## src/rtl/sweep_gen.sv

```systemverilog
`default_nettype none
// ============================================================================
// Module   : sweep_gen
// Purpose  : Frequency-sweep sequencer feeding the NCO frequency control word.
//            Steps ctrl from f_start toward f_stop (up or down) in f_step
//            increments, holding each point dwell+1 clocks. One-shot or
//            continuous (repeating) chirps.
// Ports    : clk, rst            - clock, synchronous active-high reset
//            start, abort        - begin a sweep (ignored while busy) / stop now
//            f_start, f_stop     - first point and sweep limit (unsigned)
//            f_step              - step magnitude (unsigned)
//            dwell               - each point is held dwell+1 cycles
//            continuous          - 1 = repeat until abort, 0 = one-shot
//            pingpong            - (SWEEP_PINGPONG_EN only) reverse direction at
//                                  each end instead of jumping back to f_start
//            ctrl                - registered frequency control word
//            busy, done, wrap    - in-progress flag, one-shot end pulse,
//                                  continuous restart/reversal pulse
// Options  : define SWEEP_PINGPONG_EN to add the pingpong port and feature.
// Revision : 1.0 - initial release
// ============================================================================
module sweep_gen #(
    parameter int WIDTH   = 32,
    parameter int DWELL_W = 16
) (
    input  logic               clk,
    input  logic               rst,
    input  logic               start,
    input  logic               abort,
    input  logic [WIDTH-1:0]   f_start,
    input  logic [WIDTH-1:0]   f_stop,
    input  logic [WIDTH-1:0]   f_step,
    input  logic [DWELL_W-1:0] dwell,
    input  logic               continuous,
`ifdef SWEEP_PINGPONG_EN
    input  logic               pingpong,
`endif
    output logic [WIDTH-1:0]   ctrl,
    output logic               busy,
    output logic               done,
    output logic               wrap
);

    typedef enum logic [0:0] {
        IDLE = 1'b0,
        RUN  = 1'b1
    } state_t;

    state_t             r_state;
    state_t             w_state_nxt;

    logic [WIDTH-1:0]   r_ctrl;
    logic               r_busy;
    logic               r_done;
    logic               r_wrap;
    logic [DWELL_W-1:0] r_cnt;

    // Latched sweep configuration. r_org is the end the current leg started
    // from, r_lim the end it is heading toward; they only swap in ping-pong.
    logic [WIDTH-1:0]   r_org;
    logic [WIDTH-1:0]   r_lim;
    logic [WIDTH-1:0]   r_step;
    logic [DWELL_W-1:0] r_dwell;
    logic               r_cont;
    logic               r_up;

    logic [WIDTH-1:0]   w_ctrl_nxt;
    logic               w_busy_nxt;
    logic               w_done_nxt;
    logic               w_wrap_nxt;
    logic [DWELL_W-1:0] w_cnt_nxt;
    logic               w_load;
    logic               w_reverse;
    logic               w_pp_en;

    // Candidate points in one extra bit so a carry/borrow is visible and ctrl
    // can never wrap modulo 2^WIDTH.
    logic [WIDTH:0]     w_sum;
    logic [WIDTH:0]     w_dif;
    logic [WIDTH:0]     w_fwd_nxt;
    logic [WIDTH:0]     w_rev_nxt;
    logic               w_term;
    logic               w_rev_ok;

`ifdef SWEEP_PINGPONG_EN
    logic               r_pp;
    assign w_pp_en = r_cont & r_pp;
`else
    assign w_pp_en = 1'b0;
`endif

    assign w_sum     = {1'b0, r_ctrl} + {1'b0, r_step};
    assign w_dif     = {1'b0, r_ctrl} - {1'b0, r_step};
    assign w_fwd_nxt = r_up ? w_sum : w_dif;
    assign w_rev_nxt = r_up ? w_dif : w_sum;

    assign w_term = (r_step == '0) ||
                    (r_up  ? (w_sum > {1'b0, r_lim})
                           : (w_dif[WIDTH] || (w_dif[WIDTH-1:0] < r_lim)));

    // First point of the reversed leg, checked against the opposite end. If
    // it is not a legal point (single-point sweep or zero step) the end point
    // is simply held for another dwell.
    assign w_rev_ok = (r_step != '0) &&
                      (r_up  ? (!w_dif[WIDTH] && (w_dif[WIDTH-1:0] >= r_org))
                             : (w_sum <= {1'b0, r_org}));

    always_comb begin
        w_state_nxt = r_state;
        w_ctrl_nxt  = r_ctrl;
        w_busy_nxt  = r_busy;
        w_done_nxt  = 1'b0;
        w_wrap_nxt  = 1'b0;
        w_cnt_nxt   = r_cnt;
        w_load      = 1'b0;
        w_reverse   = 1'b0;

        if (abort) begin
            // Abort beats start and terminal handling; ctrl keeps its value.
            w_state_nxt = IDLE;
            w_busy_nxt  = 1'b0;
        end else begin
            case (r_state)
                IDLE: begin
                    if (start) begin
                        w_load      = 1'b1;
                        w_ctrl_nxt  = f_start;
                        w_busy_nxt  = 1'b1;
                        w_cnt_nxt   = dwell;
                        w_state_nxt = RUN;
                    end
                end
                RUN: begin
                    if (r_cnt != '0) begin
                        w_cnt_nxt = r_cnt - DWELL_W'(1);
                    end else if (!w_term) begin
                        w_ctrl_nxt = w_fwd_nxt[WIDTH-1:0];
                        w_cnt_nxt  = r_dwell;
                    end else if (r_cont) begin
                        w_wrap_nxt = 1'b1;
                        w_cnt_nxt  = r_dwell;
                        if (w_pp_en) begin
                            w_reverse  = 1'b1;
                            w_ctrl_nxt = w_rev_ok ? w_rev_nxt[WIDTH-1:0] : r_ctrl;
                        end else begin
                            w_ctrl_nxt = r_org;
                        end
                    end else begin
                        w_state_nxt = IDLE;
                        w_busy_nxt  = 1'b0;
                        w_done_nxt  = 1'b1;
                    end
                end
                default: begin
                    w_state_nxt = IDLE;
                    w_busy_nxt  = 1'b0;
                end
            endcase
        end
    end

    always_ff @(posedge clk) begin
        if (rst) begin
            r_state <= IDLE;
            r_ctrl  <= '0;
            r_busy  <= 1'b0;
            r_done  <= 1'b0;
            r_wrap  <= 1'b0;
            r_cnt   <= '0;
            r_org   <= '0;
            r_lim   <= '0;
            r_step  <= '0;
            r_dwell <= '0;
            r_cont  <= 1'b0;
            r_up    <= 1'b0;
`ifdef SWEEP_PINGPONG_EN
            r_pp    <= 1'b0;
`endif
        end else begin
            r_state <= w_state_nxt;
            r_ctrl  <= w_ctrl_nxt;
            r_busy  <= w_busy_nxt;
            r_done  <= w_done_nxt;
            r_wrap  <= w_wrap_nxt;
            r_cnt   <= w_cnt_nxt;
            if (w_load) begin
                r_org   <= f_start;
                r_lim   <= f_stop;
                r_step  <= f_step;
                r_dwell <= dwell;
                r_cont  <= continuous;
                r_up    <= (f_stop >= f_start);
`ifdef SWEEP_PINGPONG_EN
                r_pp    <= pingpong;
`endif
            end else if (w_reverse) begin
                r_org <= r_lim;
                r_lim <= r_org;
                r_up  <= ~r_up;
            end
        end
    end

    assign ctrl = r_ctrl;
    assign busy = r_busy;
    assign done = r_done;
    assign wrap = r_wrap;

endmodule
`default_nettype wire

```

## config.mk

```make
export PLATFORM = sky130hd
export DESIGN_NAME = sweep_gen
export DESIGN_NICKNAME = d
export VERILOG_FILES = /design/src/rtl/sweep_gen.sv
export SDC_FILE = /design/constraint.sdc
export NUM_CORES = 1
export LEC_CHECK = 0
export CORE_ASPECT_RATIO = 0.7
export CORE_MARGIN = 4
export CORE_UTILIZATION = 59
export CTS_BUF_LIST = sky130_fd_sc_hd__clkbuf_2
export CTS_CLUSTER_DIAMETER = 100
export DETAILED_ROUTE_END_ITERATION = 6
export PLACE_DENSITY = 0.87
export SLEW_MARGIN = 30
export SYNTH_ARGS = -nofsm -noshare
export SYNTH_HDL_FRONTEND = slang
export SYNTH_SLANG_ARGS = --single-unit
export TNS_END_PERCENT = 30
```

## constraint.sdc

```tcl
create_clock -name clk -period 7.5 [get_ports clk]
set_clock_uncertainty 0.2 [all_clocks]
set_input_delay 1.125 -clock clk [delete_from_list [all_inputs] [get_ports clk]]
set_output_delay 1.125 -clock clk [all_outputs]
set_load 0.005 [all_outputs]
```

==> summary.md <==
| Metric | Value |
|---|---|
| Post-placement cell count | `around 2.1k` |
| DP Worst Slack | `about 940 ps` |
| Synth Instances | `around 1.8k` |
| WHS Endpoint | `r_dwell[4]$_SDFFE_PP0P_` |
| Min cycle time layout | `approximately 6800 ps` |
| Final WL | `roughly 44 mm` |
| Post-synth top area cell | `dfxtp_1` |
| Comb pwr share | `between 50% and 60%` |
| CTS buffer count | `17` |
| # port buffers | `roughly 150` |
| Final Slew Violations | `0` |
| Final #Nets | `around 2.2k` |
| Post-DR vias/cell | `between 6 and 7` |
| Final Worst Setup Slack | `664 ps` |
| R2R setup slack | `660 ps` |
| Root Driver | `clkbuf_2` |
| CP max stage delay | `approximately 550 ps` |
| Post-route ant nets | `0` |
| Critical path startpoint category | `register` |
| Syn Nets | `2,079` |
| Post-CTS Resized | `0` |
| Reg-to-reg endpoint | `ctrl[20]$_SDFFE_PP0P_` |
| Sw frac | `between 40 and 50%` |
| Worst Path Required | `~8000 ps` |
| TritonRoute pass-1 iters | `6` |
| Synth warn | `0` |
| Clk slew on worst S/H paths | `270 ps` |
| GRT overflow | `0` |
| DRC viols | `0` |
| Io pins | `approximately 150` |
| Layout cells sized above 1 | `under 10%` |
| Initial antenna violation count | `1` |
| Final GP Congestion | `1.02` |
| Setup_tns | `0 ps` |
| Synth top area cells | `dfxtp_1, ha_1, a21oi_1, nand2_1, xnor2_1` |
| Die W | `188 µm` |
| Max-Cap Viols | `0` |
| Pwr/cell area | `around 210 nW/µm²` |
| Die area | `around 25,000 µm²` |
| Final period util | `between 90% and 100%` |
| DR iter-0 viols | `roughly 1.6k` |
| # H-tree levels | `4` |
| CTS tree | `yes` |
| Seq pwr share | `a little under a third` |
| Most common cell in the synthesized netlist | `nand2_1` |
| Syn-to-layout area delta | `13.9%` |
| Post-Syn Area per Cell | `between 7 and 8 µm²` |
| Initial core utilization | `60.7%` |
| EDFF count, synth | `0` |
| Hold path start | `r_dwell[4]$_SDFFE_PP0P_` |
| Post-synthesis sequential area ratio | `24.9%` |
| Via count | `approximately 14k` |
| Critical Path Sink Type | `register` |
| FP Rows | `45` |
| Core Region | `22,000 µm²` |
| Vias in the first global route | `~13k` |
| WS Path Type | `reg -> reg` |
| Final core area utilization | `69.1%` |
| HPWL Detailed | `between 30 and 40 mm` |
| RSZ-0062 raised after global routing | `false` |
| Largest net degree at the start of global routing | `90` |
| Synth top area share | `24.9%` |
| CP max FO | `43` |
| Post-CTS Setup Bufs | `0` |
| Mapped Area | `between 10,000 and 15,000 µm²` |
| Overall Global Routing Usage | `34.0%` |
| Async SR Flop Fraction | `0%` |
| Clock power frac | `17.6%` |
| Fin. Hold Viols | `0` |
| DR WL/cell | `about 20 µm` |
| Longest Clk Path Bufs | `2` |
| #FFs+latches synth | `approximately 170` |
| Status | `complete, no violations` |
| CTS Hold Buffers Added | `0` |
| Skew-Pair Late Insertion Delay | `roughly 820 ps` |
| Maximum VDD drop | `around 0.00012 V` |
| Worst-margin pin slew | `about 860 ps` |
| Internal power | `approximately 1.8 mW` |
| Fin cells | `roughly 2.2k` |
| HP Class | `reg -> reg` |
| Worst path cell trace | `inv_1 -> ha_1 -> nor3b_1 -> o311ai_1 -> nand3_1 -> a211oi_2 -> o21bai_1 -> a21bo_2 -> a311oi_1 -> xnor2_1 -> ha_1 -> nand3_1 -> or4_1 -> nor4_2 -> o221ai_4 -> and2_2 -> a211oi_4 -> buf_4 -> o221ai_1 -> a21oi_1` |
| Die Y | `roughly 130 µm` |
| Synth top cells by count | `nand2_1, a21oi_1, dfxtp_1` |
| Data arrival time of the worst path | `around 7400 ps` |
| P_sw | `1.41 mW` |
| Clock tree sinks | `166` |
| Peak Freq | `about 150 MHz` |
| Synth cell types | `82` |
| P_leak | `just over 6 nW` |
| Hold-critical path depth | `2` |
| R2R cell count | `20` |
| Slew margin rel. | `between 40% and 50%` |
| Slowest cell on the critical path | `or4_1` |
| RR Startpoint | `r_step[2]$_SDFFE_PP0P_` |
| Endpoints failing setup | `0` |
| Fillers | `~1.9k` |
| Main flop type after synthesis | `dfxtp_1` |
| First-pass GRT wire length | `around 69 mm` |
-- critical path: cells and delay by family (launching register included) --
family	cells	cell delay [ps]
AO/OA/AOI/OAI	9	2710
AND/OR/NAND/NOR	6	1970
adder cells (fa/ha/maj)	2	790
buffers and inverters	2	530
flip-flops	1	450
XOR/XNOR	1	160
-- logic make-up (layout without fill, tap and decap cells) --
family	after synthesis	after routing	synth area share (%)
XOR/XNOR	76	76	5.00
adder cells (fa/ha/maj)	163	163	15.4
flip-flops	166	166	24.9
buffers and inverters	238	331	7.18
other	0	1	0
AO/OA/AOI/OAI	503	503	24.0
multiplexers	37	37	2.82
AND/OR/NAND/NOR	616	616	20.6
-- worst max-delay path by stage --
stage,start,end,slack [ps],cells after the start
2_1_floorplan,r_step[2]$_SDFFE_PP0P_,ctrl[2]$_SDFFE_PP0P_,2040,21
3_3_place_gp,r_step[2]$_SDFFE_PP0P_,ctrl[20]$_SDFFE_PP0P_,1200,20
3_5_place_dp,r_step[2]$_SDFFE_PP0P_,ctrl[18]$_SDFFE_PP0P_,940,20
4_1_cts,r_step[2]$_SDFFE_PP0P_,ctrl[20]$_SDFFE_PP0P_,850,20
5_1_grt,r_step[2]$_SDFFE_PP0P_,ctrl[15]$_SDFFE_PP0P_,390,20
6_report,r_step[2]$_SDFFE_PP0P_,ctrl[20]$_SDFFE_PP0P_,660,20
-- registers in the layout, indices dropped and copies added (netlist names), 16 cells and up --
signal	count
ctrl	32
r_cnt	16
r_dwell	16
r_lim	32
r_org	32
r_step	32
-- through the flow --
step	instance area, µm²	total power, mW	hold WS [ps]
after floorplan	13300	2.11	226
after global placement	14900	2.57	239
after detailed placement	14900	2.59	246
after CTS	15100	3.15	271
after global routing	15200	3.38	287
final	15200	3.20	270
-- layout make-up --
type	instances	area [µm²]	share of cell area (%)
clock buffer	17	85.1	0.561
antenna	1	2.50	0.0165
tap	282	353	2.33
timing repair buffer	168	1670	11.0
clock inverter	15	176	1.16
multi-input combinational	1395	9070	59.8
inverter	131	492	3.24
sequential	166	3320	21.9
-- layout by cell type, fill, tap and decap left out, types with 37 or more instances in the layout --
cell type and instances:
nor2_1 126, inv_1 126, a21oi_1 232, ha_1 161
a211oi_1 37, xnor2_1 61, nand2_1 310, o21ai_0 52
clkdlybuf4s50_1 150, dfxtp_1 165
-- layer usage --
metal  up-vias  part of all wire [%]  global-route usage (%)
li1       6468                     -                       -
met1      6352                    44                    47.4
met2       705                    43                    52.7
met3       100                   9.9                    7.81
met4         0                   3.2                    10.2
met5         -                     0                       0
-- power groups by stage --
stage | Combinational (mW) | Sequential, mW | Clock [mW]
after floorplan | 1.12 | 0.993 | 0
after detailed placement | 1.57 | 1.02 | 0
after CTS | 1.59 | 1.00 | 0.562
after global routing | 1.78 | 1.01 | 0.592
after global placement | 1.55 | 1.02 | 0
final | 1.63 | 1.00 | 0.562
(Power assumes the default switching activity.)
